## src/rtl/mem_arb_pkg.sv

```systemverilog
// rtl/mem_arb_pkg.sv - shared types and constants for the unified memory arbiter
package mem_arb_pkg;

    // Which port owns the read/write response arriving next cycle.
    typedef enum logic [1:0] {
        RESP_NONE    = 2'd0,
        RESP_INSTR   = 2'd1,
        RESP_DATA_RD = 2'd2,
        RESP_DATA_WR = 2'd3
    } resp_owner_t;

    // addi x0, x0, 0: what the fetch port shows before its first response.
    localparam logic [31:0] NOP_INSTR = 32'h0000_0013;

    localparam int MAX_DATA_BURST_DEF = 4;

endpackage

```

## src/rtl/mem_arb_grant.sv

```systemverilog
// rtl/mem_arb_grant.sv - combinational data-priority grant with fetch fairness
//
// Ports:
//   instr_req_i  fetch request
//   data_req_i   data request
//   burst_cnt_i  consecutive data grants issued while fetch was waiting
//   instr_gnt_o  fetch granted this cycle
//   data_gnt_o   data granted this cycle
module mem_arb_grant
    import mem_arb_pkg::*;
#(
    parameter int MAX_DATA_BURST = MAX_DATA_BURST_DEF
) (
    input  logic       instr_req_i,
    input  logic       data_req_i,
    input  logic [3:0] burst_cnt_i,
    output logic       instr_gnt_o,
    output logic       data_gnt_o
);

    localparam logic [3:0] MAX_CNT = 4'(MAX_DATA_BURST);

    logic w_fetch_due;

    // Data wins unless fetch has already waited out a full burst.
    assign w_fetch_due = instr_req_i && (burst_cnt_i == MAX_CNT);
    assign data_gnt_o  = data_req_i && !w_fetch_due;
    assign instr_gnt_o = instr_req_i && !data_gnt_o;

endmodule

```

## src/rtl/unified_mem_arbiter.sv

```systemverilog
// rtl/unified_mem_arbiter.sv - shares one synchronous-read RAM between fetch and data ports
//
// Ports:
//   clk, rst_n                    clock, asynchronous active-low reset
//   instr_req_i/addr_i            fetch request (level, held until granted)
//   instr_gnt_o/rvalid_o/rdata_o  fetch grant, response strobe, held read data
//   instr_stall_o                 fetch requested but not granted
//   data_req_i/we_i/addr_i/wdata_i  data request (we == 0 means read)
//   data_gnt_o/rvalid_o/rdata_o   data grant, response strobe, held read data
//   data_stall_o                  data requested but not granted
//   mem_en_o/we_o/addr_o/wdata_o  RAM access of the granted port
//   mem_rdata_i                   RAM read data, one cycle after mem_en_o
module unified_mem_arbiter
    import mem_arb_pkg::*;
#(
    parameter int MAX_DATA_BURST = MAX_DATA_BURST_DEF
) (
    input  logic        clk,
    input  logic        rst_n,
    input  logic        instr_req_i,
    input  logic [31:0] instr_addr_i,
    output logic        instr_gnt_o,
    output logic        instr_rvalid_o,
    output logic [31:0] instr_rdata_o,
    output logic        instr_stall_o,
    input  logic        data_req_i,
    input  logic [3:0]  data_we_i,
    input  logic [31:0] data_addr_i,
    input  logic [31:0] data_wdata_i,
    output logic        data_gnt_o,
    output logic        data_rvalid_o,
    output logic [31:0] data_rdata_o,
    output logic        data_stall_o,
    output logic        mem_en_o,
    output logic [3:0]  mem_we_o,
    output logic [31:0] mem_addr_o,
    output logic [31:0] mem_wdata_o,
    input  logic [31:0] mem_rdata_i
);

    localparam logic [3:0] MAX_CNT = 4'(MAX_DATA_BURST);

    logic [3:0]  r_burst_cnt;
    resp_owner_t r_resp_owner;
    resp_owner_t w_resp_next;
    logic [31:0] r_instr_rdata;
    logic [31:0] r_data_rdata;
    logic        w_instr_gnt;
    logic        w_data_gnt;

    mem_arb_grant #(
        .MAX_DATA_BURST(MAX_DATA_BURST)
    ) u_grant (
        .instr_req_i (instr_req_i),
        .data_req_i  (data_req_i),
        .burst_cnt_i (r_burst_cnt),
        .instr_gnt_o (w_instr_gnt),
        .data_gnt_o  (w_data_gnt)
    );

    assign instr_gnt_o   = w_instr_gnt;
    assign data_gnt_o    = w_data_gnt;
    assign instr_stall_o = instr_req_i && !w_instr_gnt;
    assign data_stall_o  = data_req_i && !w_data_gnt;

    // Data port drives address/wdata whenever fetch is not granted, idle included.
    assign mem_en_o    = w_instr_gnt || w_data_gnt;
    assign mem_we_o    = w_data_gnt ? data_we_i : 4'b0000;
    assign mem_addr_o  = w_instr_gnt ? {instr_addr_i[31:2], 2'b00} : {data_addr_i[31:2], 2'b00};
    assign mem_wdata_o = data_wdata_i;

    always_comb begin
        w_resp_next = RESP_NONE;
        if (w_instr_gnt) begin
            w_resp_next = RESP_INSTR;
        end else if (w_data_gnt) begin
            w_resp_next = (data_we_i != 4'b0000) ? RESP_DATA_WR : RESP_DATA_RD;
        end
    end

    // Counts data grants that overtook a waiting fetch; any cycle without a
    // waiting fetch restarts the window.
    always_ff @(posedge clk or negedge rst_n) begin
        if (!rst_n) begin
            r_burst_cnt <= 4'd0;
        end else if (!instr_req_i || w_instr_gnt) begin
            r_burst_cnt <= 4'd0;
        end else if (w_data_gnt && (r_burst_cnt != MAX_CNT)) begin
            r_burst_cnt <= r_burst_cnt + 4'd1;
        end
    end

    always_ff @(posedge clk or negedge rst_n) begin
        if (!rst_n) begin
            r_resp_owner <= RESP_NONE;
        end else begin
            r_resp_owner <= w_resp_next;
        end
    end

    // The RAM word is passed straight through in the response cycle and
    // latched so it stays visible until the port's next response.
    always_ff @(posedge clk or negedge rst_n) begin
        if (!rst_n) begin
            r_instr_rdata <= NOP_INSTR;
            r_data_rdata  <= 32'd0;
        end else begin
            if (r_resp_owner == RESP_INSTR) begin
                r_instr_rdata <= mem_rdata_i;
            end
            if (r_resp_owner == RESP_DATA_RD) begin
                r_data_rdata <= mem_rdata_i;
            end
        end
    end

    assign instr_rvalid_o = (r_resp_owner == RESP_INSTR);
    assign data_rvalid_o  = (r_resp_owner == RESP_DATA_RD) || (r_resp_owner == RESP_DATA_WR);
    assign instr_rdata_o  = instr_rvalid_o ? mem_rdata_i : r_instr_rdata;
    assign data_rdata_o   = (r_resp_owner == RESP_DATA_RD) ? mem_rdata_i : r_data_rdata;

endmodule

```

## config.mk

```make
export PLATFORM = sky130hd
export DESIGN_NAME = unified_mem_arbiter
export DESIGN_NICKNAME = d
export VERILOG_FILES = /design/src/rtl/mem_arb_pkg.sv /design/src/rtl/mem_arb_grant.sv /design/src/rtl/unified_mem_arbiter.sv
export SDC_FILE = /design/constraint.sdc
export NUM_CORES = 1
export LEC_CHECK = 0
export ABC_AREA = 1
export BUFFER_PORTS_ARGS = -buffer_cell sky130_fd_sc_hd__buf_2
export CAP_MARGIN = 5
export CORE_AREA = 2 2 107 109
export DETAILED_ROUTE_END_ITERATION = 8
export DIE_AREA = 0 0 109 111
export PLACE_DENSITY = 0.69
export SLEW_MARGIN = 20
export SYNTH_ARGS = -nofsm -noshare
export SYNTH_HDL_FRONTEND = slang
export SYNTH_SLANG_ARGS = --single-unit
```

## constraint.sdc

```tcl
create_clock -name clk -period 1.1 [get_ports clk]
set_input_delay 0.055 -clock clk [delete_from_list [all_inputs] [get_ports clk]]
set_output_delay 0.055 -clock clk [all_outputs]
set_load 0.05 [all_outputs]
```

# Word level (Yosys, flattened, before mapping)
# Index checks and enable logic that the tools add are counted.
totals:
  ff_bits: 70
  input_bits: 136
  output_inout_bits: 139
  elab_cells: 34
classes:
  n_addsub: 1
  eq_ne: 5
  muxes: 9
  reduce_logical: 15
ops:
  columns: ["operator", "count"]
  rows:
  - ["2-to-1 mux 32 bit", 3]
  - ["2-to-1 mux 4 bit", 3]
  - ["logical AND 1 bit", 6]
  - ["adder 4 x 1 -> 4 bit (second input constant)", 1]
  - ["== test 2 bit (second input constant)", 2]
  - ["== test 4 x 3 -> 1 bit (second input constant)", 1]
  - ["zero test 1 bit", 4]
  - ["2-to-1 mux 2 bit", 2]
  - ["inequality test 4 x 3 -> 1 bit (second input constant)", 1]
  - ["nonzero test 4 bit", 1]
  - ["logical OR 1 bit", 3]
  - ["== test 2 x 1 -> 1 bit (second input constant)", 1]
  - ["nonzero test 2 bit", 1]
  - ["2-to-1 mux 1 bit", 1]

# Longest topological paths before layout
# Gate-level depths: netlist of run 1.
depth:
  depth_word: 8
  ltp_mapped: 10
  mapped_depth_nobuf: 9

# Hierarchy
# Synthesis of run 1 repeated with hierarchy kept, for this count alone.
unflattened:
  cells_unflattened: 433
  hier_area_um2: 3711.1
by_module_without_submodules:
  columns: ["mod", "n_inst", "cells_per_inst", "area_each_um2", "seq_area_each_um2"]
  rows:
  - ["unified_mem_arbiter", 1, 422, 3658.5, 1755.4]
  - ["mem_arb_grant", 1, 11, 52.6, 0.0]

# Worst setup path after synthesis of run 1
# Ideal clock, no wire load.
synth_path:
  kind: "register to register"
  from: "register r_resp_owner[1]"
  to: "register r_instr_rdata[0]"
  setup_ns: 0.242
  arrival_ns: 2.023
  t_required_ns: 0.858
  slack_ns: -1.165
  path_stages_with_launch: 5
  path_buffers: 2
  period_less_slack_ns: 2.265
  path_cell_list: "dfrtp_1 -> or2_1 -> buf_2 -> buf_6 -> o21ai_0"
synth_via:
  elab_chain_cells: 2
synth_rtl:
  columns: ["item", "line", "rtl"]
  rows:
  - ["start: declaration", "unified_mem_arbiter.sv:44", "resp_owner_t r_resp_owner;"]
  - ["start signal: assignment", "unified_mem_arbiter.sv:97", "r_resp_owner <= w_resp_next;"]
  - ["== test 2 x 1 -> 1 bit", null, null]
  - ["2-to-1 mux 32 bit", null, null]
  - ["named net instr_rdata_o[0]", "unified_mem_arbiter.sv:24", "output logic [31:0] instr_rdata_o,"]
  - ["end signal: assignment", "unified_mem_arbiter.sv:109", "r_instr_rdata <= mem_rdata_i;"]
  - ["end: declaration", "unified_mem_arbiter.sv:46", "logic [31:0] r_instr_rdata;"]
# The timed path passes the listed nets, and every way through them passes these cells.
# A chain may end at the register's enable or synchronous reset.

# Worst setup path in the final report of run 1
layout_path:
  from: "register r_burst_cnt[1]"
  to: "output mem_addr_o[17]"
layout_via:
  elab_chain_cells: 7
layout_rtl:
  columns: ["item", "line", "rtl"]
  rows:
  - ["start: declaration", "unified_mem_arbiter.sv:43", "logic [3:0] r_burst_cnt;"]
  - ["start signal: assignment", "unified_mem_arbiter.sv:89", "r_burst_cnt <= r_burst_cnt + 4'd1;"]
  - ["== test 4 x 3 -> 1 bit", "mem_arb_grant.sv:26", "assign w_fetch_due = instr_req_i && (burst_cnt_i == MAX_CNT);"]
  - ["logical AND 1 bit", "mem_arb_grant.sv:26", null]
  - ["zero test 1 bit", "mem_arb_grant.sv:27", "assign data_gnt_o = data_req_i && !w_fetch_due;"]
  - ["logical AND 1 bit", "mem_arb_grant.sv:27", null]
  - ["zero test 1 bit", "mem_arb_grant.sv:28", "assign instr_gnt_o = instr_req_i && !data_gnt_o;"]
  - ["logical AND 1 bit", "mem_arb_grant.sv:28", null]
  - ["2-to-1 mux 32 bit", "unified_mem_arbiter.sv:69", "assign mem_addr_o = w_instr_gnt ? {instr_addr_i[31:2], 2'b00} : {data_addr_i[31:2], 2'b00};"]
  - ["end: declaration", "unified_mem_arbiter.sv:36", "output logic [31:0] mem_addr_o,"]
# Every way passes these cells.

==> flow_summary.yaml, run 1 <==
run_status:
  run_status: "complete, but fails checks"
  violations: "negative setup slack"
sta:
  fin_ws_ps: -774.1
  hold_viol: 0
  rsz0062_at_grt: "yes"
  setup_viol: 174
  max_freq_ghz: 0.5336
  min_period_ps: 1874
  finClkSkew_ps: 13.04
  drv_slew: 0
  min_period_over_period: 1.704
  hold_slack_ps: 79.83
power:
  p_clk_frac: 0.246
  switchingPower_mw: 5.382
  p_int_mw: 8.055
  switching_share: 0.4005
  comb_power_share: 0.506
  cellLeakagePower_nw: 4.333
  seqPwrFrac: 0.248
  p_per_area_nw_per_um2: 1505
  peakVddDrop_uv: 1061
synthesis:
  yosysTopAreaCell: "dfrtp_1"
  synthArstFlopShare: 1.000
  yosysMostFrequentCell: "nand2_1"
  synthCells: 422
  yosys-top-cells-area: "dfrtp_1 49%, nand2_1 14%, buf_4 8.3%"
  ys_warn_count: 0
  netlist_area_sq_um: 3452
  synth_seq_cells: 70
  synthFlopType: "dfrtp_1"
  syn_area_per_cell_sq_um: 8.180
  synth_top_cell_area_share: 0.4857
  ys_types: 23
  synth_common_cells: "129 x nand2_1, 67 x dfrtp_1, 51 x o21ai_0"
  ys_seq_area_frac: 0.5085
  synth_edf_count: 0
critical_path:
  crit_chain: "inv_2, ha_4, nand2_2, inv_2, nand2_4, nand2_8, nand2_8, buf_12, buf_6, nand2_4, nand2_4, buf_12"
  cpMostUsedCell: "nand2_4"
  worstPathMaxFanout: 5
  worst-setup-path-type: "register to output pin"
  reg2regPathDepth: 11
  critPathMaxStageDelay_ps: 400
  path_delay_family: "buffers and inverters"
  critical_path.slowest_cell: "dfrtp_1"
  start_kind: "register"
  required_ps: 1040
  worst-path-buf-inv: 5
  cp.depth: 12
  critical_path.endpoint_type: "output pin"
  crit_arrival_ps: 1820
drt:
  drt-met1-wl_mm: 6.826
  drt_iter0_drc: 141
  finalWirelength_mm: 19.64
  remaining_drc_errors: 0
  first_pass_iters: 4
  wl_met3_mm: 1.288
  routed.top_layer: "met4"
  num_vias: 4194
  wl_met2_mm: 10.77
  viasPerCell: 4.882
  wl_per_cell_microns: 22.86
  antenna_left: 0
floorplanning:
  start_util: 0.3116
  row_count: 39
  dieWidth_microns: 109
  die_h_microns: 111
  die_area_sq_um: 12100
  core_area_sq_um: 11080
  ios: 275
clock_tree:
  cts_buffers: 9
  cts_tree: "yes"
  clock_sinks: 70
  clk_latency_ps: 350
  clk_pin_slew_worst_paths_ps: 50
  cts_max_path_buffers: 2
  cts-root-buf: "clkbuf_16"
  cts-htree-levels: 3
min_path:
  holdCritPathClass: "primary input to register"
  min_path_cells: 5
placed_design:
  numPortBuffers: 204
  place_congestion: 0.9496
  hpwlAfterDp_mm: 9.764
finish:
  syn_to_final_growth_pct: 158.6
  diodes: 0
  fin_util: 0.8059
  drive_above_1_share: 0.7919
  final_nets: 849
global_route:
  grt_overflow: 0
  grt_max_degree: 71
  grt_pass1_wl_mm: 26.34
  antenna_found_initial: 0
  grt_pass1_vias: 4604
  grt_usage: 0.2956
flow_run:
  drv_cap: 0
==> worst reg2reg max path, delay by kind of cell (launching register included) <==
kind / cells / cell delay [ps]
AOI/OAI and AO/OA: 1 / 70
buffers and inverters: 8 / 930
DFF: 1 / 370
and+or+nand+nor: 2 / 140
==> sequential cells by signal, summed over array words and instances (netlist names) <==
signal / flops
r_data_rdata: 32
r_instr_rdata: 32
r_burst_cnt: 4
r_resp_owner: 2
==> power groups by stage <==
stage,logic (mW),registers [mW],clock network (mW)
floorplan,3.54,3.07,0
global placement,4.41,3.08,0
detailed placement,4.47,3.09,0
CTS,6.17,3.25,3.30
global route,7.01,3.35,3.46
finish,6.80,3.34,3.30
==> through the flow <==
| step | std cells | total power, mW | TNS (ps) | setup slack, ps | area [sq um] |
|---|---|---|---|---|---|
| 2_1_floorplan | 423 | 6.609 | -31970 | -301.1 | 4618 |
| 3_3_place_gp | 770 | 7.492 | -38420 | -478.2 | 6015 |
| 3_5_place_dp | 770 | 7.562 | -40210 | -516.2 | 6015 |
| 4_1_cts | 840 | 12.73 | -84090 | -830.0 | 8616 |
| 5_1_grt | 859 | 13.83 | -93100 | -851.2 | 8927 |
| 6_report | 859 | 13.44 | -84180 | -774.1 | 8927 |
==> kinds of logic after synthesis <==
logic type               after synthesis  synth area share
AO/OA/AOI/OAI                         64           0.09279
XOR/XNOR                               2          0.005075
adder cells (fa/ha/maj)                2          0.007248
buffers and inverters                106            0.1678
flip-flops                            70            0.5085
other                                  1          0.001086
AND/OR/NAND/NOR                      177            0.2175
==> placed cells by master (no fill, tap or decap) <==
| master | n |
|---|---|
| clkinvlp_4 | 4 |
| dlygate4sd3_1 | 1 |
| nand2_8 | 6 |
| clkinv_4 | 1 |
| nand3_1 | 25 |
| xor2_1 | 1 |
| bufinv_16 | 2 |
| clkbuf_8 | 2 |
| buf_4 | 15 |
| buf_12 | 37 |
| o21ai_4 | 64 |
| ha_1 | 1 |
| clkbuf_1 | 2 |
| nor2_2 | 2 |
| xnor2_1 | 1 |
| conb_1 | 2 |
| buf_2 | 99 |
| buf_16 | 6 |
| nor2_1 | 2 |
| nand2_4 | 104 |
| nand2_2 | 15 |
| clkbuf_16 | 9 |
| ha_4 | 1 |
| or2_2 | 1 |
| nand4_1 | 1 |
| dfstp_2 | 3 |
| inv_1 | 39 |
| buf_8 | 36 |
| inv_2 | 5 |
| nand2_1 | 7 |
| nor2_4 | 6 |
| or2_4 | 2 |
| dfrtp_1 | 67 |
| buf_6 | 140 |
| nand3_2 | 7 |
==> final timing paths <==
check | from | slack [ps] | end
worst max-delay path | r_burst_cnt[1] | -770 | mem_addr_o[17]
worst min-delay path | data_we_i[2] | 80 | r_resp_owner[0]
worst max register to register | r_resp_owner[0] | -510 | r_data_rdata[23]
worst min register to register | r_instr_rdata[29] | 520 | r_instr_rdata[29]
max in group asynchronous | rst_n | 500 | r_instr_rdata[0]
min in group asynchronous | rst_n | 270 | r_data_rdata[3]
==> layout make-up <==
type | count | area (sq um)
Sequential cell | 70 | 1755
Timing Repair Buffer | 334 | 3641
Clock inverter | 3 | 68.82
Fill cell | 586 | 2150
Inverter | 48 | 195.2
Multi-Input combinational cell | 248 | 2828
Tap cell | 143 | 178.9
Clock buffer | 13 | 260.3
==> timing repair <==
item,CTS,global route
setup endpoints to repair,172,175
hold buffers,1,0
cloned,13,0
pin swaps,24,35
hold endpoints to repair,67,0
setup buffers,55,49
resized for setup,446,105
==> layer usage <==
layer	global-route usage	vias up
met5	0	-
li1	-	1850
met3	0.07878	50
met1	0.3060	2046
met2	0.5503	248
met4	0.1179	0
(Power assumes the default switching activity.)
==> run 2, diff against run 1 <==
--- a/config.mk
+++ b/config.mk
@@ -9,8 +9,10 @@
 export BUFFER_PORTS_ARGS = -buffer_cell sky130_fd_sc_hd__buf_2
 export CAP_MARGIN = 5
 export CORE_AREA = 2 2 107 109
+export CTS_BUF_LIST = sky130_fd_sc_hd__clkbuf_16
 export DETAILED_ROUTE_END_ITERATION = 8
 export DIE_AREA = 0 0 109 111
+export GPL_TIMING_DRIVEN = 0
 export PLACE_DENSITY = 0.69
 export SLEW_MARGIN = 20
 export SYNTH_ARGS = -nofsm -noshare
==> run 2 against run 1 <==
The flow still finishes with violations (negative setup slack). Sequential share of layout area increased by 0.51 points. Clock skew decreased by 4.6 ps. Maximum frequency increased by 0.46%. Critical path type unchanged. Largest power group unchanged. Highest routed layer unchanged.
==> flow_summary.yaml, run 2 (same netlist as run 1, synthesis figures left out) <==
run_status:
  run_status: "complete, but fails checks"
  violations: "negative setup slack"
floorplanning:
  ios: 275
  core_area_sq_um: 11080
  row_count: 39
  die_h_microns: 111
  die_area_sq_um: 12100
  start_util: 0.3116
  dieWidth_microns: 109
sta:
  min_period_ps: 1865
  hold_slack_ps: 70.41
  setup_tns_ps: -74850
  rsz0062_at_grt: "yes"
  worst_slew_pin_slew_ps: 588.3
  fin_ws_ps: -765.5
  min_period_over_period: 1.696
  max_freq_ghz: 0.5361
  drv_slew: 0
  finClkSkew_ps: 8.456
  slew_headroom: 0.6078
  hold_viol: 0
  setup_viol: 170
global_route:
  grt_max_degree: 56
  grt_overflow: 0
  antenna_found_initial: 0
  grt_usage: 0.2507
  grt_pass1_wl_mm: 23.06
  grt_pass1_vias: 4241
critical_path:
  start_kind: "register"
  critical_path.endpoint_type: "output pin"
  worstPathMaxFanout: 7
  critPathMaxStageDelay_ps: 400
  critical_path.slowest_cell: "dfrtp_1"
  crit_chain: "or2_4, buf_12, buf_12, buf_12, o21ai_4, buf_6"
  worst-path-buf-inv: 4
  crit_arrival_ps: 1810
  required_ps: 1040
  cpMostUsedCell: "buf_12"
  path_delay_family: "buffers and inverters"
  worst-setup-path-type: "register to output pin"
finish:
  fillers: 629
  syn_to_final_growth_pct: 152.0
  drive_above_1_share: 0.7992
  finalInstanceArea_sq_um: 8700
  diodes: 0
  top_regs: "r_data_rdata (32), r_instr_rdata (32), r_burst_cnt (4)"
  final_common_cell: "buf_2"
  final_cell_mix: "130 x buf_2, 83 x nand2_4, 75 x buf_6, 67 x dfrtp_1, 64 x o21ai_4"
  final_nets: 860
  fin_cells: 870
power:
  cellLeakagePower_nw: 4.239
  p_per_area_nw_per_um2: 1473
  peakVddDrop_uv: 1300
  totalPowerFinal_mw: 12.81
clock_tree:
  cts_buffers: 9
  cts-root-buf: "clkbuf_16"
  cts_tree: "yes"
  cts-htree-levels: 3
  clk_latency_ps: 340
  clk_pin_slew_worst_paths_ps: 70
  cts_max_path_buffers: 2
  clock_sinks: 70
flow_run:
  drv_cap: 0
placed_design:
  placed_cell_area_sq_um: 6003
  place_congestion: 0.7660
  dp_cells: 802
  hpwlAfterDp_mm: 10.15
  numPortBuffers: 235
drt:
  antenna_left: 0
  drt_iter0_drc: 159
  num_vias: 4036
  remaining_drc_errors: 0
  viasPerCell: 4.639
  first_pass_iters: 4
  wl_per_cell_microns: 18.65
  finalWirelength_mm: 16.22
min_path:
  holdCritPathClass: "primary input to register"
run 2: worst reg2reg max path, cell delays in order, from the launching register on:
cell,delay [ps]
dfrtp_1,390
inv_2,80
ha_4,140
nand2_2,50
inv_2,60
nand2_4,70
nand2_8,110
buf_6,140
buf_6,100
clkinvlp_4,90
nand2_2,70
nand2_1,50
run 2: what timing repair did:
item,4_1_cts,5_1_grt
resized for setup,398,133
buffers inserted,30,23
pin swaps,10,17
setup endpoints to repair,174,174
gates cloned,12,1
endpoints found under the hold margin,67,0
hold buffers,1,0
run 2: where the power goes:
group,switching [mW],total (mW),internal (mW)
logic,3.77,6.37,2.59
registers,0.289,3.25,2.96
clock network,1.21,3.20,1.99
run 2: area by class of cell:
cell class / count / area [sq um] / share of cell area
plain buffers: 54 / 593.1 / 0.06817
repair buffers: 292 / 2908 / 0.3342
clock buffers: 9 / 225.2 / 0.02589
inverters: 48 / 195.2 / 0.02244
well taps: 143 / 178.9 / 0.02057
multi-input cells: 247 / 2748 / 0.3158
flip-flops and latches: 70 / 1755 / 0.2018
clock inverters: 7 / 96.34 / 0.01107
run 2: path summary, 6_finish.rpt:
| path | to | startpoint | slack (ps) | cells after the start |
|---|---|---|---|---|
| worst max register to register | r_resp_owner[0] | r_burst_cnt[0] | -360 | 11 |
| min in group asynchronous | r_data_rdata[30] | rst_n | 140 | 2 |
| max in group asynchronous | r_instr_rdata[1] | rst_n | 370 | 3 |
| worst max-delay path | instr_rdata_o[10] | r_resp_owner[1] | -770 | 6 |
| worst min register to register | r_data_rdata[29] | r_data_rdata[29] | 490 | 2 |
| worst min-delay path | r_instr_rdata[13] | mem_rdata_i[13] | 70 | 3 |
run 2: through the flow:
step           setup WS [ps]    util
2_1_floorplan         -301.1       -
3_3_place_gp          -600.7  0.5393
3_5_place_dp          -624.0  0.5420
4_1_cts               -771.4  0.7423
5_1_grt               -818.9  0.7854
6_report              -765.5  0.7854
run 2: routing by layer:
layer  track usage  up-vias  part of all wire
li1              -     1881                 -
met1        0.2795     1933              0.35
met2        0.4617      189              0.56
met3       0.05820       33             0.059
met4       0.07692        0             0.031
met5             0        -                 0
==> run 3, diff against run 2 <==
--- a/config.mk
+++ b/config.mk
@@ -14,6 +14,7 @@
 export DIE_AREA = 0 0 109 111
 export GPL_TIMING_DRIVEN = 0
 export PLACE_DENSITY = 0.69
+export SETUP_SLACK_MARGIN = 0.05
 export SLEW_MARGIN = 20
 export SYNTH_ARGS = -nofsm -noshare
 export SYNTH_HDL_FRONTEND = slang
==> run 3 against run 2 <==
The flow still finishes with violations (negative setup slack). Wire length rose by 4.8%. Flip-flop and latch count stayed put. Core utilization grew 1.9 points. Clock-buffer cell count is the same. Critical endpoint is now mem_addr_o[17].
==> flow_summary.yaml, run 3 (same netlist as run 1, synthesis figures left out) <==
run_status:
  run_status: "complete, but fails checks"
  violations: "negative setup slack"
floorplanning:
  dieWidth_microns: 109
  start_util: 0.3116
  ios: 275
  core_area_sq_um: 11080
  die_area_sq_um: 12100
  row_count: 39
  die_h_microns: 111
critical_path:
  critical_path.endpoint_type: "output pin"
  required_ps: 1040
  crit_arrival_ps: 1880
  worstPathMaxFanout: 6
  start_kind: "register"
  worst-setup-path-type: "register to output pin"
  r2r_slack_ps: -460
clock_tree:
  clk_pin_slew_worst_paths_ps: 60
  cts_buffers: 9
  cts_tree: "yes"
  clk_latency_ps: 340
  clock_sinks: 70
  cts-htree-levels: 3
  cts-root-buf: "clkbuf_16"
  cts_max_path_buffers: 2
finish:
  multi_input_area_sq_um: 2740
  finalInstanceArea_sq_um: 8906
  final_nets: 875
  syn_to_final_growth_pct: 158.0
  final_cell_mix: "130 x buf_2, 92 x buf_6, 86 x nand2_4, 66 x dfrtp_1, 64 x o21ai_4"
  top_regs: "r_data_rdata (32), r_instr_rdata (32), r_burst_cnt (4)"
  fillers: 590
  drive_above_1_share: 0.8005
  ff_latch_area_sq_um: 1757
  final_common_cell: "buf_2"
drt:
  num_vias: 4130
  remaining_drc_errors: 0
  finalWirelength_mm: 17.00
  viasPerCell: 4.661
  first_pass_iters: 4
  drt_iter0_drc: 155
  antenna_left: 0
  wl_per_cell_microns: 19.19
global_route:
  grt_pass1_vias: 4320
  grt_pass1_wl_mm: 23.83
  antenna_found_initial: 1
  grt_max_degree: 48
  grt_usage: 0.2604
  grt_overflow: 0
sta:
  slew_headroom: 0.5722
  worst_slew_pin_slew_ps: 641.7
  finClkSkew_ps: 6.887
  max_freq_ghz: 0.5174
  hold_viol: 0
  drv_slew: 0
  setup_viol: 174
  min_period_over_period: 1.757
  min_period_ps: 1933
  rsz0062_at_grt: "yes"
  fin_ws_ps: -832.6
placed_design:
  place_congestion: 0.7819
  hpwlAfterDp_mm: 10.10
  place_ws_ps: -610.2
  placed_cell_area_sq_um: 6003
  numPortBuffers: 235
flow_run:
  drv_cap: 0
power:
  peakVddDrop_uv: 1170
  p_per_area_nw_per_um2: 1502
  cellLeakagePower_nw: 4.368
  totalPowerFinal_mw: 13.38
min_path:
  holdCritPathClass: "primary input to register"
-- run 3: cell types whose count changed in the layout (fill, tap and decap cells not counted), sizes merged --
cell and delta:
buf +10, bufinv +2, clkbuf +4, clkinvlp -2
diode +1, nand2 +1
-- run 3: repair_timing --
item,in CTS,in global routing
endpoints found under the setup margin,174,174
setup buffers,30,30
hold buffers,1,0
gates cloned,15,1
pin swaps,14,14
resized for setup,431,85
endpoints found under the hold margin,69,0
-- run 3: routing by layer --
layer  vias up  global-route usage  wire length (microns)
li1       1911                   -                      -
met3        26             0.07878                   1285
met1      2006              0.2891                   5940
met2       187              0.4745                   9467
met4         0             0.06667                    304
met5         -                   0                      0
-- run 3: final cells by class --
type                            count  area share
Buffer                             57     0.07390
Clock buffer                        9     0.02529
Antenna cell                        1   0.0002810
Multi-Input combinational cell    248      0.3077
Tap cell                          143     0.02009
Timing Repair Buffer              303      0.3382
Inverter                           48     0.02192
Sequential cell                    70      0.1972
Clock inverter                      7     0.01545
-- run 3: worst max-delay path: stages, from the launching register on --
cell	delay [ps]
dfrtp_1	400
inv_1	80
ha_2	170
nand2_1	60
inv_2	70
nand2_4	70
nand2_8	120
nand2_8	100
clkbuf_16	180
nand2_4	60
nand2_4	50
buf_12	150
-- run 3: through the flow --
step	std cells	hold slack, ps	utilization	setup TNS [ps]
finish	886	71.95	0.8040	-85520
global route	886	79.04	0.8040	-92430
CTS	864	39.75	0.7562	-76500
detailed placement	802	-11.02	0.5420	-54120
global placement	801	370.0	0.5393	-78050
floorplan	423	-240.6	-	-31970
-- run 3: worst paths after layout --
path,startpoint,end,cells after the start
setup reg to reg,r_resp_owner[1],r_instr_rdata[11],8
max in group asynchronous,rst_n,r_instr_rdata[1],3
hold reg to reg,r_instr_rdata[20],r_instr_rdata[20],2
setup / recovery,r_burst_cnt[1],mem_addr_o[17],11
hold / removal,mem_rdata_i[14],r_data_rdata[14],3
min in group asynchronous,rst_n,r_instr_rdata[26],2
-- run 3: power breakdown --
group	switching, mW	internal, mW	total, mW
Sequential	0.290	2.96	3.25
Combinational	3.84	2.71	6.56
Clock	1.14	2.44	3.57
Total	5.27	8.11	13.4
